[src/rtl/multi_cycle_ctrl_pkg.sv]
// Shared CPU definitions: opcodes, controller states, ALUop and ImmFunc codes.
// The ALU control stage imports this package as well.
package multi_cycle_ctrl_pkg;

  localparam int unsigned OP_W    = 6;
  localparam int unsigned FUNC_W  = 6;
  localparam int unsigned STATE_W = 4;
  localparam int unsigned SEL_W   = 2;

  localparam logic [OP_W-1:0] OP_R    = 6'b000000;
  localparam logic [OP_W-1:0] OP_LW   = 6'b100011;
  localparam logic [OP_W-1:0] OP_SW   = 6'b101011;
  localparam logic [OP_W-1:0] OP_BEQ  = 6'b000100;
  localparam logic [OP_W-1:0] OP_BNE  = 6'b000101;
  localparam logic [OP_W-1:0] OP_J    = 6'b000010;
  localparam logic [OP_W-1:0] OP_ADDI = 6'b001000;
  localparam logic [OP_W-1:0] OP_ANDI = 6'b001100;
  localparam logic [OP_W-1:0] OP_ORI  = 6'b001101;
  localparam logic [OP_W-1:0] OP_XORI = 6'b001110;
  localparam logic [OP_W-1:0] OP_SLTI = 6'b001010;

  localparam logic [FUNC_W-1:0] FN_ADD  = 6'b100000;
  localparam logic [FUNC_W-1:0] FN_AND  = 6'b100100;
  localparam logic [FUNC_W-1:0] FN_OR   = 6'b100101;
  localparam logic [FUNC_W-1:0] FN_XOR  = 6'b100110;
  localparam logic [FUNC_W-1:0] FN_SLT  = 6'b101010;
  localparam logic [FUNC_W-1:0] FN_NONE = 6'b000000;

  localparam logic [SEL_W-1:0] ALUOP_ADD = 2'b00;
  localparam logic [SEL_W-1:0] ALUOP_SUB = 2'b01;
  localparam logic [SEL_W-1:0] ALUOP_R   = 2'b10;
  localparam logic [SEL_W-1:0] ALUOP_I   = 2'b11;

  localparam logic [SEL_W-1:0] SRCB_B      = 2'b00;
  localparam logic [SEL_W-1:0] SRCB_FOUR   = 2'b01;
  localparam logic [SEL_W-1:0] SRCB_IMM    = 2'b10;
  localparam logic [SEL_W-1:0] SRCB_IMM_SH = 2'b11;

  localparam logic [SEL_W-1:0] PCSRC_ALU    = 2'b00;
  localparam logic [SEL_W-1:0] PCSRC_ALUOUT = 2'b01;
  localparam logic [SEL_W-1:0] PCSRC_JUMP   = 2'b10;

  typedef enum logic [STATE_W-1:0] {
    S_FETCH    = 4'd0,
    S_DECODE   = 4'd1,
    S_MEM_ADDR = 4'd2,
    S_MEM_RD   = 4'd3,
    S_MEM_WB   = 4'd4,
    S_MEM_WR   = 4'd5,
    S_R_EX     = 4'd6,
    S_R_WB     = 4'd7,
    S_BRANCH   = 4'd8,
    S_JUMP     = 4'd9,
    S_I_EX     = 4'd10,
    S_I_WB     = 4'd11
  } state_e;

  typedef struct packed {
    logic              pc_write;
    logic              pc_write_cond;
    logic              branch_ne;
    logic              iord;
    logic              mem_read;
    logic              mem_write;
    logic              ir_write;
    logic              mem_to_reg;
    logic              reg_dst;
    logic              reg_write;
    logic              alu_src_a;
    logic [SEL_W-1:0]  alu_src_b;
    logic [SEL_W-1:0]  pc_source;
    logic [SEL_W-1:0]  alu_op;
    logic [FUNC_W-1:0] imm_func;
    logic              instr_done;
    logic              illegal_op;
  } ctrl_t;

  function automatic logic [FUNC_W-1:0] imm_func(input logic [OP_W-1:0] op);
    case (op)
      OP_ADDI: imm_func = FN_ADD;
      OP_ANDI: imm_func = FN_AND;
      OP_ORI:  imm_func = FN_OR;
      OP_XORI: imm_func = FN_XOR;
      OP_SLTI: imm_func = FN_SLT;
      default: imm_func = FN_NONE;
    endcase
  endfunction

  function automatic logic is_legal_op(input logic [OP_W-1:0] op);
    case (op)
      OP_R, OP_LW, OP_SW, OP_BEQ, OP_BNE, OP_J,
      OP_ADDI, OP_ANDI, OP_ORI, OP_XORI, OP_SLTI: is_legal_op = 1'b1;
      default:                                    is_legal_op = 1'b0;
    endcase
  endfunction

endpackage

[src/rtl/multi_cycle_ctrl_if.sv]
// Controller <-> datapath bundle: instruction/status inputs and datapath controls.
interface multi_cycle_ctrl_if;
  import multi_cycle_ctrl_pkg::*;

  logic [OP_W-1:0]   Op;
  logic              Zero;
  logic              mem_ready;
  logic              PCWrite;
  logic              PCWriteCond;
  logic              BranchNe;
  logic              IorD;
  logic              MemRead;
  logic              MemWrite;
  logic              IRWrite;
  logic              MemtoReg;
  logic              RegDst;
  logic              RegWrite;
  logic              ALUSrcA;
  logic [SEL_W-1:0]  ALUSrcB;
  logic [SEL_W-1:0]  PCSource;
  logic [SEL_W-1:0]  ALUop;
  logic [FUNC_W-1:0] ImmFunc;
  logic              instr_done;
  logic              illegal_op;

  modport master (
    input  Op, Zero, mem_ready,
    output PCWrite, PCWriteCond, BranchNe, IorD, MemRead, MemWrite, IRWrite,
           MemtoReg, RegDst, RegWrite, ALUSrcA, ALUSrcB, PCSource, ALUop,
           ImmFunc, instr_done, illegal_op
  );

  modport slave (
    output Op, Zero, mem_ready,
    input  PCWrite, PCWriteCond, BranchNe, IorD, MemRead, MemWrite, IRWrite,
           MemtoReg, RegDst, RegWrite, ALUSrcA, ALUSrcB, PCSource, ALUop,
           ImmFunc, instr_done, illegal_op
  );

endinterface

[src/rtl/ctrl_out_dec.sv]
// Output decoder: Moore controls from the state, plus the mem_ready-gated enables.
module ctrl_out_dec
  import multi_cycle_ctrl_pkg::*;
(
  input  logic            i_rst_n,
  input  state_e          i_state,
  input  logic [OP_W-1:0] i_op,
  input  logic            i_zero,
  input  logic            i_mem_ready,
  output ctrl_t           o_ctrl
);

  // Zero is combined with BranchNe in the datapath's PC-load logic.
  logic w_unused_zero;
  assign w_unused_zero = i_zero;

  always_comb begin
    o_ctrl          = '0;
    o_ctrl.imm_func = imm_func(i_op);
    case (i_state)
      S_FETCH: begin
        o_ctrl.mem_read  = 1'b1;
        o_ctrl.alu_src_b = SRCB_FOUR;
        o_ctrl.ir_write  = i_mem_ready;
        o_ctrl.pc_write  = i_mem_ready;
      end
      S_DECODE: begin
        o_ctrl.alu_src_b  = SRCB_IMM_SH;
        o_ctrl.illegal_op = ~is_legal_op(i_op);
      end
      S_MEM_ADDR: begin
        o_ctrl.alu_src_a = 1'b1;
        o_ctrl.alu_src_b = SRCB_IMM;
      end
      S_MEM_RD: begin
        o_ctrl.mem_read = 1'b1;
        o_ctrl.iord     = 1'b1;
      end
      S_MEM_WB: begin
        o_ctrl.reg_write  = 1'b1;
        o_ctrl.mem_to_reg = 1'b1;
        o_ctrl.instr_done = 1'b1;
      end
      S_MEM_WR: begin
        o_ctrl.mem_write  = 1'b1;
        o_ctrl.iord       = 1'b1;
        o_ctrl.instr_done = i_mem_ready;
      end
      S_R_EX: begin
        o_ctrl.alu_src_a = 1'b1;
        o_ctrl.alu_src_b = SRCB_B;
        o_ctrl.alu_op    = ALUOP_R;
      end
      S_R_WB: begin
        o_ctrl.reg_write  = 1'b1;
        o_ctrl.reg_dst    = 1'b1;
        o_ctrl.instr_done = 1'b1;
      end
      S_I_EX: begin
        o_ctrl.alu_src_a = 1'b1;
        o_ctrl.alu_src_b = SRCB_IMM;
        o_ctrl.alu_op    = ALUOP_I;
      end
      S_I_WB: begin
        o_ctrl.reg_write  = 1'b1;
        o_ctrl.instr_done = 1'b1;
      end
      S_BRANCH: begin
        o_ctrl.alu_src_a     = 1'b1;
        o_ctrl.alu_src_b     = SRCB_B;
        o_ctrl.alu_op        = ALUOP_SUB;
        o_ctrl.pc_write_cond = 1'b1;
        o_ctrl.pc_source     = PCSRC_ALUOUT;
        o_ctrl.branch_ne     = (i_op == OP_BNE);
        o_ctrl.instr_done    = 1'b1;
      end
      S_JUMP: begin
        o_ctrl.pc_write   = 1'b1;
        o_ctrl.pc_source  = PCSRC_JUMP;
        o_ctrl.instr_done = 1'b1;
      end
      default: ;
    endcase
    // Reset holds FETCH but must not let mem_ready leak into the write enables.
    if (!i_rst_n) begin
      o_ctrl.pc_write      = 1'b0;
      o_ctrl.ir_write      = 1'b0;
      o_ctrl.mem_write     = 1'b0;
      o_ctrl.reg_write     = 1'b0;
      o_ctrl.pc_write_cond = 1'b0;
      o_ctrl.instr_done    = 1'b0;
      o_ctrl.illegal_op    = 1'b0;
    end
  end

endmodule

[src/rtl/multi_cycle_ctrl.sv]
// Multi-cycle CPU main controller: state register and next-state logic.
module multi_cycle_ctrl
  import multi_cycle_ctrl_pkg::*;
(
  input  logic               clk,
  input  logic               rst_n,
  multi_cycle_ctrl_if.master bus
);

  state_e r_state;
  state_e w_state_nxt;
  ctrl_t  w_ctrl;

  always_ff @(posedge clk or negedge rst_n) begin
    if (!rst_n) r_state <= S_FETCH;
    else        r_state <= w_state_nxt;
  end

  always_comb begin
    w_state_nxt = S_FETCH;
    case (r_state)
      S_FETCH:    w_state_nxt = bus.mem_ready ? S_DECODE : S_FETCH;
      S_DECODE: begin
        case (bus.Op)
          OP_LW, OP_SW:                               w_state_nxt = S_MEM_ADDR;
          OP_R:                                       w_state_nxt = S_R_EX;
          OP_BEQ, OP_BNE:                             w_state_nxt = S_BRANCH;
          OP_J:                                       w_state_nxt = S_JUMP;
          OP_ADDI, OP_ANDI, OP_ORI, OP_XORI, OP_SLTI: w_state_nxt = S_I_EX;
          default:                                    w_state_nxt = S_FETCH;
        endcase
      end
      S_MEM_ADDR: w_state_nxt = (bus.Op == OP_LW) ? S_MEM_RD : S_MEM_WR;
      S_MEM_RD:   w_state_nxt = bus.mem_ready ? S_MEM_WB : S_MEM_RD;
      S_MEM_WR:   w_state_nxt = bus.mem_ready ? S_FETCH : S_MEM_WR;
      S_R_EX:     w_state_nxt = S_R_WB;
      S_I_EX:     w_state_nxt = S_I_WB;
      default:    w_state_nxt = S_FETCH;
    endcase
  end

  ctrl_out_dec u_dec (
    .i_rst_n     (rst_n),
    .i_state     (r_state),
    .i_op        (bus.Op),
    .i_zero      (bus.Zero),
    .i_mem_ready (bus.mem_ready),
    .o_ctrl      (w_ctrl)
  );

  assign bus.PCWrite     = w_ctrl.pc_write;
  assign bus.PCWriteCond = w_ctrl.pc_write_cond;
  assign bus.BranchNe    = w_ctrl.branch_ne;
  assign bus.IorD        = w_ctrl.iord;
  assign bus.MemRead     = w_ctrl.mem_read;
  assign bus.MemWrite    = w_ctrl.mem_write;
  assign bus.IRWrite     = w_ctrl.ir_write;
  assign bus.MemtoReg    = w_ctrl.mem_to_reg;
  assign bus.RegDst      = w_ctrl.reg_dst;
  assign bus.RegWrite    = w_ctrl.reg_write;
  assign bus.ALUSrcA     = w_ctrl.alu_src_a;
  assign bus.ALUSrcB     = w_ctrl.alu_src_b;
  assign bus.PCSource    = w_ctrl.pc_source;
  assign bus.ALUop       = w_ctrl.alu_op;
  assign bus.ImmFunc     = w_ctrl.imm_func;
  assign bus.instr_done  = w_ctrl.instr_done;
  assign bus.illegal_op  = w_ctrl.illegal_op;

endmodule

[src/flat_wrapper.sv]
// flat-port wrapper written by rule: the top's interface ports become plain ports
module multi_cycle_ctrl_flat import multi_cycle_ctrl_pkg::*;
  (clk, rst_n, bus_Op, bus_Zero, bus_mem_ready, bus_PCWrite, bus_PCWriteCond, bus_BranchNe, bus_IorD, bus_MemRead, bus_MemWrite, bus_IRWrite, bus_MemtoReg, bus_RegDst, bus_RegWrite, bus_ALUSrcA, bus_ALUSrcB, bus_PCSource, bus_ALUop, bus_ImmFunc, bus_instr_done, bus_illegal_op);
  multi_cycle_ctrl_if bus_i ();
  input  logic clk;
  input  logic rst_n;
  input wire logic [$bits(bus_i.Op)-1:0] bus_Op;
  input wire logic [$bits(bus_i.Zero)-1:0] bus_Zero;
  input wire logic [$bits(bus_i.mem_ready)-1:0] bus_mem_ready;
  output wire logic [$bits(bus_i.PCWrite)-1:0] bus_PCWrite;
  output wire logic [$bits(bus_i.PCWriteCond)-1:0] bus_PCWriteCond;
  output wire logic [$bits(bus_i.BranchNe)-1:0] bus_BranchNe;
  output wire logic [$bits(bus_i.IorD)-1:0] bus_IorD;
  output wire logic [$bits(bus_i.MemRead)-1:0] bus_MemRead;
  output wire logic [$bits(bus_i.MemWrite)-1:0] bus_MemWrite;
  output wire logic [$bits(bus_i.IRWrite)-1:0] bus_IRWrite;
  output wire logic [$bits(bus_i.MemtoReg)-1:0] bus_MemtoReg;
  output wire logic [$bits(bus_i.RegDst)-1:0] bus_RegDst;
  output wire logic [$bits(bus_i.RegWrite)-1:0] bus_RegWrite;
  output wire logic [$bits(bus_i.ALUSrcA)-1:0] bus_ALUSrcA;
  output wire logic [$bits(bus_i.ALUSrcB)-1:0] bus_ALUSrcB;
  output wire logic [$bits(bus_i.PCSource)-1:0] bus_PCSource;
  output wire logic [$bits(bus_i.ALUop)-1:0] bus_ALUop;
  output wire logic [$bits(bus_i.ImmFunc)-1:0] bus_ImmFunc;
  output wire logic [$bits(bus_i.instr_done)-1:0] bus_instr_done;
  output wire logic [$bits(bus_i.illegal_op)-1:0] bus_illegal_op;
  assign bus_i.Op = bus_Op;
  assign bus_i.Zero = bus_Zero;
  assign bus_i.mem_ready = bus_mem_ready;
  assign bus_PCWrite = bus_i.PCWrite;
  assign bus_PCWriteCond = bus_i.PCWriteCond;
  assign bus_BranchNe = bus_i.BranchNe;
  assign bus_IorD = bus_i.IorD;
  assign bus_MemRead = bus_i.MemRead;
  assign bus_MemWrite = bus_i.MemWrite;
  assign bus_IRWrite = bus_i.IRWrite;
  assign bus_MemtoReg = bus_i.MemtoReg;
  assign bus_RegDst = bus_i.RegDst;
  assign bus_RegWrite = bus_i.RegWrite;
  assign bus_ALUSrcA = bus_i.ALUSrcA;
  assign bus_ALUSrcB = bus_i.ALUSrcB;
  assign bus_PCSource = bus_i.PCSource;
  assign bus_ALUop = bus_i.ALUop;
  assign bus_ImmFunc = bus_i.ImmFunc;
  assign bus_instr_done = bus_i.instr_done;
  assign bus_illegal_op = bus_i.illegal_op;
  multi_cycle_ctrl u_core (.clk(clk), .rst_n(rst_n), .bus(bus_i));
endmodule
[config.mk]
export PLATFORM = sky130hd
export DESIGN_NAME = multi_cycle_ctrl_flat
export DESIGN_NICKNAME = d
export VERILOG_FILES = /design/src/rtl/multi_cycle_ctrl_pkg.sv /design/src/rtl/multi_cycle_ctrl_if.sv /design/src/rtl/ctrl_out_dec.sv /design/src/rtl/multi_cycle_ctrl.sv /design/src/flat_wrapper.sv
export SDC_FILE = /design/constraint.sdc
export NUM_CORES = 1
export LEC_CHECK = 0
export CAP_MARGIN = 0
export CELL_PAD_IN_SITES_DETAIL_PLACEMENT = 0
export CELL_PAD_IN_SITES_GLOBAL_PLACEMENT = 1
export CORE_ASPECT_RATIO = 0.8
export CORE_MARGIN = 3
export CORE_UTILIZATION = 40
export DETAILED_ROUTE_END_ITERATION = 6
export DONT_BUFFER_PORTS = 1
export GPL_ROUTABILITY_DRIVEN = 0
export PLACE_DENSITY_LB_ADDON = 0.1
export SYNTH_ARGS = -nofsm -noshare
export SYNTH_HDL_FRONTEND = slang
export SYNTH_HIERARCHICAL = 1
export SYNTH_SLANG_ARGS = --single-unit
export TNS_END_PERCENT = 1
[constraint.sdc]
create_clock -name clk -period 1.91 [get_ports clk]
set_input_delay 0.4775 -clock clk [delete_from_list [all_inputs] [get_ports clk]]
set_output_delay 0.4775 -clock clk [all_outputs]
set_load 0.02 [all_outputs]
Word-level counts from Yosys, hierarchy flattened:

Index checks and enable logic that the tools add are counted.

* equality and inequality tests: 21
* mux-type cells: 28
* bitwise operators: 1
* reduce and logical (&&, ||, !) cells: 12

Operators with widths (count)
* 6-bit by 4-bit == test with 1-bit output (second input constant): 5
* 6-bit case mux with 5 select lines: 1
* 4-bit case mux with 7 select lines: 1
* 4-bit case mux with 5 select lines: 1
* 4-bit by 3-bit == test with 1-bit output (second input constant): 4
* 4-bit == test (second input constant): 4
* 1-bit two-way mux: 13
* 6-bit by 3-bit == test with 1-bit output (second input constant): 2
* 6-bit == test (second input constant): 2
* 2-bit case mux with 3 select lines: 2
* 11-bit OR reduction: 1
* 2-bit OR reduction: 5
* 5-bit OR reduction: 2
* 3-bit two-way mux: 3
* 4-bit by 2-bit == test with 1-bit output (second input constant): 2
* 2-bit two-way mux: 4
* 6-bit by 2-bit == test with 1-bit output (second input constant): 1
* 6-bit logical NOT: 1
* 4-bit by 1-bit == test with 1-bit output (second input constant): 1
* 4-bit logical NOT: 1
* 1-bit case mux with 2 select lines: 2
* 2-bit case mux with 2 select lines: 1
* 4-bit OR reduction: 1
* 3-bit OR reduction: 1
* 1-bit NOT: 1

* register bits after elaboration: 4
* bits of input ports: 10

Longest topological paths before layout:

* depth after elaboration: 7
* gate-level depth with buffers: 5
* depth with buffers taken out: 4

Cells and area by module:

Netlist, hierarchy kept.

By module, submodules not included
* ctrl_out_dec: instances 1, cells each 61, area an instance 349.1 um2, sequential area each 0.0 um2
* multi_cycle_ctrl: instances 1, cells each 41, area an instance 340.3 um2, sequential area each 100.1 um2

Worst setup path before layout:

OpenSTA, ideal clock, no wires.

* kind: reg-to-output
* start: reg u_core.r_state[3]
* end: out bus_RegWrite
* arrival time: 1618 ps
* required time: 1432 ps
* path slack: -186 ps
* stages on the path, launching flop included: 5
* cells stage by stage: dfrtp_1 -> buf_2 -> nand2b_1 -> nor3_1 -> o21a_1

* cells in the longest elaborated chain, start to end: 4

RTL lines
* start, declared: RTL line multi_cycle_ctrl.sv:10 `state_e r_state;`
* start signal, assigned: RTL line multi_cycle_ctrl.sv:16 `else r_state <= w_state_nxt;`
* 4-bit == test or 4-bit by 3-bit == test with 1-bit output (tied branches): RTL line ctrl_out_dec.sv:20 `case (i_state)`
* 3-bit OR reduction (no source line) (*)
* 1-bit two-way mux (*): RTL line ctrl_out_dec.sv:20
* 1-bit two-way mux (*): RTL line ctrl_out_dec.sv:85 `if (!i_rst_n) begin`
* end, declared: RTL line flat_wrapper.sv:19 `output wire logic [$bits(bus_i.RegWrite)-1:0] bus_RegWrite;`

Mark *: on every way between the ends. The rest lies on a longest branch, timed or not.

Worst setup path in the final report:

* start: reg u_core.r_state[3]
* end: out bus_ALUSrcA

* cells in the longest elaborated chain, start to end: 3

RTL lines
* 4-bit == test (tied with other cells): RTL line ctrl_out_dec.sv:20
* 4-bit OR reduction (no source line) (*)
* 1-bit two-way mux (*): RTL line ctrl_out_dec.sv:20
* end, declared: RTL line flat_wrapper.sv:20 `output wire logic [$bits(bus_i.ALUSrcA)-1:0] bus_ALUSrcA;`

Marks and branches as above.

==> results.cfg <==
[status]
status = finished clean

[global_route]
grt_util_met1_pct = 29.3
busiest_layer = met1
grtUsageTotal_pct = 17.8
overflow = 0
grt_use_met2_pct = 23.5
grt_start_max_net_pins = 17
antenna_found_initial = 0
grt_use_met3_pct = 4.56
grt_pass1_wl_um = 3220
grt_pass1_vias = 666

[synthesis]
synth_area_per_cell_um2 = 6.76
yosysUniqueCellTypes = 42
ys_seq_elements = 4
synth-edff-count = 0
syn-cell-area_um2 = 689
synthFlopType = dfrtp_1
syn-instance-count = 102
ys_warn_count = 6
yosysSeqAreaShare_pct = 14.5
synth_async_sr_flop_share_pct = 100
synth_nets = 112

[worst_setup_path]
critPathMaxStageDelay_ns = 0.44
cp_slowest_cell = dfrtp_2
worstReg2RegStart = u_core/r_state[3]
path_class = reg2out
path_max_fanout = 6
reg2regPathDepth = 5
r2r_end = u_core/r_state[1]
cp_top_family = buffers and inverters
crit_top_cell = buf_4
worstSetupEndpointType = output pin
cp_cell_sequence = clkbuf_2 > buf_4 > a211oi_1 > buf_4
cp_num_buf_inv = 3
required_ns = 1.43
rrSetupSlack_ns = 0.24
worst_setup_path_start_kind = flip-flop
arrival_ns = 1.40

[run]
maxCapViolCount = 0

[finish]
seqCellArea_um2 = 104
finish.instance_area_um2 = 937
nets = 134
final_cell_count_no_fill = 143
top_register = u_core/r_state
largestRegisters = u_core/r_state (4)
fillCellCount = 151
fin_util_pct = 62.4
drive_above_1_share_pct = 34.4
antenna_cells = 0
synthToLayoutAreaGrowth_pct = 35.9
multiInputGateArea_um2 = 592
largest_reg_flops = 4

[timing]
drv_slew = 0
period_needed_ns = 1.87
period_share_pct = 98.1
clock-skew-final_ns = 0.00437
fmax_mhz = 534
setup_viol = 0
final-hold-violation-count = 0
rsz0062_at_grt = true

[clock_tree]
path_clk_slew_ns = 0.03
cts_max_level = 1
clockBufferDepth = 2
cts-root-buf = clkbuf_4
cts.sinks = 4
clk-insertion-delay-late_ns = 0.23
cts_tree = built
cts_buffers = 3

[place]
place_hpwl_um = 1380
io_buffers = 0
post_dp_cell_area_um2 = 810
place_inst = 133

[detailed_routing]
detail-route-antenna-nets = 0
wl_per_cell_um = 14.0
vias_per_cell = 5.69
routed_wl_um = 2010
drt_iter0_drc = 13
vias = 813
drc_errors = 0
first_pass_iters = 4

[floorplanning]
io_pins = 35
dieArea_um2 = 2260
rows = 12
initial_core_util_pct = 45.9
die_h_um = 43.1
core_region_area_um2 = 1500
dieWidth_um = 52.4

[power_and_ir_drop]
p_int_uw = 394
p_sw_share_pct = 44.0
total_leakage_power_nw = 0.370
switchingPower_uw = 310
ir_worst_vdd_mv = 0.690
p_per_area_nw_per_um2 = 751
power_frac_comb_pct = 67.9
p_seq_share_pct = 17.6
p_clk_share_pct = 14.4
power_uw = 703

[hold_path]
hp-class = in2reg
hold_depth = 2
hold_end = u_core/r_state[3]
hp-start = bus_Op[5]
cell type report:
class / count / share of cell area, %
Inverter: 2 / 0.801
Tap cell: 21 / 2.80
Multi-Input combinational cell: 90 / 63.2
Clock buffer: 3 / 2.40
Timing Repair Buffer: 23 / 19.8
Sequential cell: 4 / 11.1
worst max path at each step:
stage | slack [ns] | to | depth (start not counted) | startpoint
6_report | 0.04 | bus_ALUSrcA | 4 | u_core/r_state[3]
2_1_floorplan | -0.12 | bus_illegal_op | 3 | u_core/r_state[3]
4_1_cts | -0.03 | bus_IRWrite | 3 | u_core/r_state[3]
3_5_place_dp | 0.04 | bus_illegal_op | 4 | bus_Op[0]
3_3_place_gp | 0.04 | bus_illegal_op | 4 | bus_Op[0]
5_1_grt | -0.04 | bus_ALUSrcA | 4 | u_core/r_state[3]
stage by stage:
stage	worst slack [ns]	setup TNS (ns)	hold WS, ns
floorplan	-0.123	-0.336	0.182
global placement	0.0403	0	0.182
detailed placement	0.0382	0	0.182
CTS	-0.0258	-0.0492	0.436
global route	-0.0435	-0.0978	0.458
finish	0.0363	0	0.448
worst reg2reg max path, delay by kind of cell, from the launching register on:
kind	cells	cell delay [ns]
flops	1	0.44
buf+inv	1	0.17
compound gates	1	0.09
simple gates	3	0.86
kinds of logic after synthesis:
kind of cell	share of synthesized area, %
compound gates	26.7
flops	14.5
xor+xnor	1.27
buf+inv	5.63
other cells	0.544
simple gates	51.4
power groups by stage:
stage	registers [mW]	clock network, mW	logic, mW
final	0.124	0.101	0.478
after global routing	0.127	0.108	0.517
after CTS	0.125	0.103	0.438
after detailed placement	0.145	0	0.376
after global placement	0.144	0	0.370
after floorplan	0.121	0	0.292
cells in the mapped netlist (all sizes together), types with 2 or more instances:
master	count	area, um2
nor4	3	18.8
nor3b	3	22.5
o21a	2	15.0
inv	2	7.51
nand3b	2	15.0
nand2	10	37.5
nand4b	2	17.5
dfrtp	4	100
nor3	6	40.0
o21bai	2	15.0
buf	5	27.5
o21ai	5	25.0
a21oi	7	38.8
a211o	3	27.5
and2	4	25.0
nand2b	9	56.3
nor2b	2	12.5
nor2	12	45.0
layer usage:
layer / wire, um / up-vias / part of all wire, %
li1: - / 410 / -
met1: 1020 / 374 / 51
met2: 836 / 29 / 42
met3: 156 / 0 / 7.8
met4: 0 / 0 / 0
met5: 0 / - / 0
placed cells by master, fill, tap and decap left out, types with 2 or more instances in the layout:
cell type / count
o21bai_1: 2
a211o_1: 2
a21oi_1: 6
nand3b_1: 2
o21ai_0: 5
nor3b_1: 2
nor4_2: 2
inv_1: 2
nor3_2: 3
nand4b_1: 2
nand2b_1: 8
nor2b_1: 2
and2_1: 3
clkbuf_4: 3
nor3_1: 3
nand2_1: 10
buf_4: 20
dfrtp_2: 3
nor2_1: 12
repair_timing:
| action | in CTS | in global routing |
|---|---|---|
| endpoints found under the hold margin | 4 | 0 |
| hold buffers | 1 | 0 |
| gates resized for setup | 3 | 8 |
| setup buffers | 1 | 5 |
| pin swaps | 0 | 1 |
| setup endpoints to repair | 4 | 8 |
No activity file was read; power rests on OpenSTA's default activity.
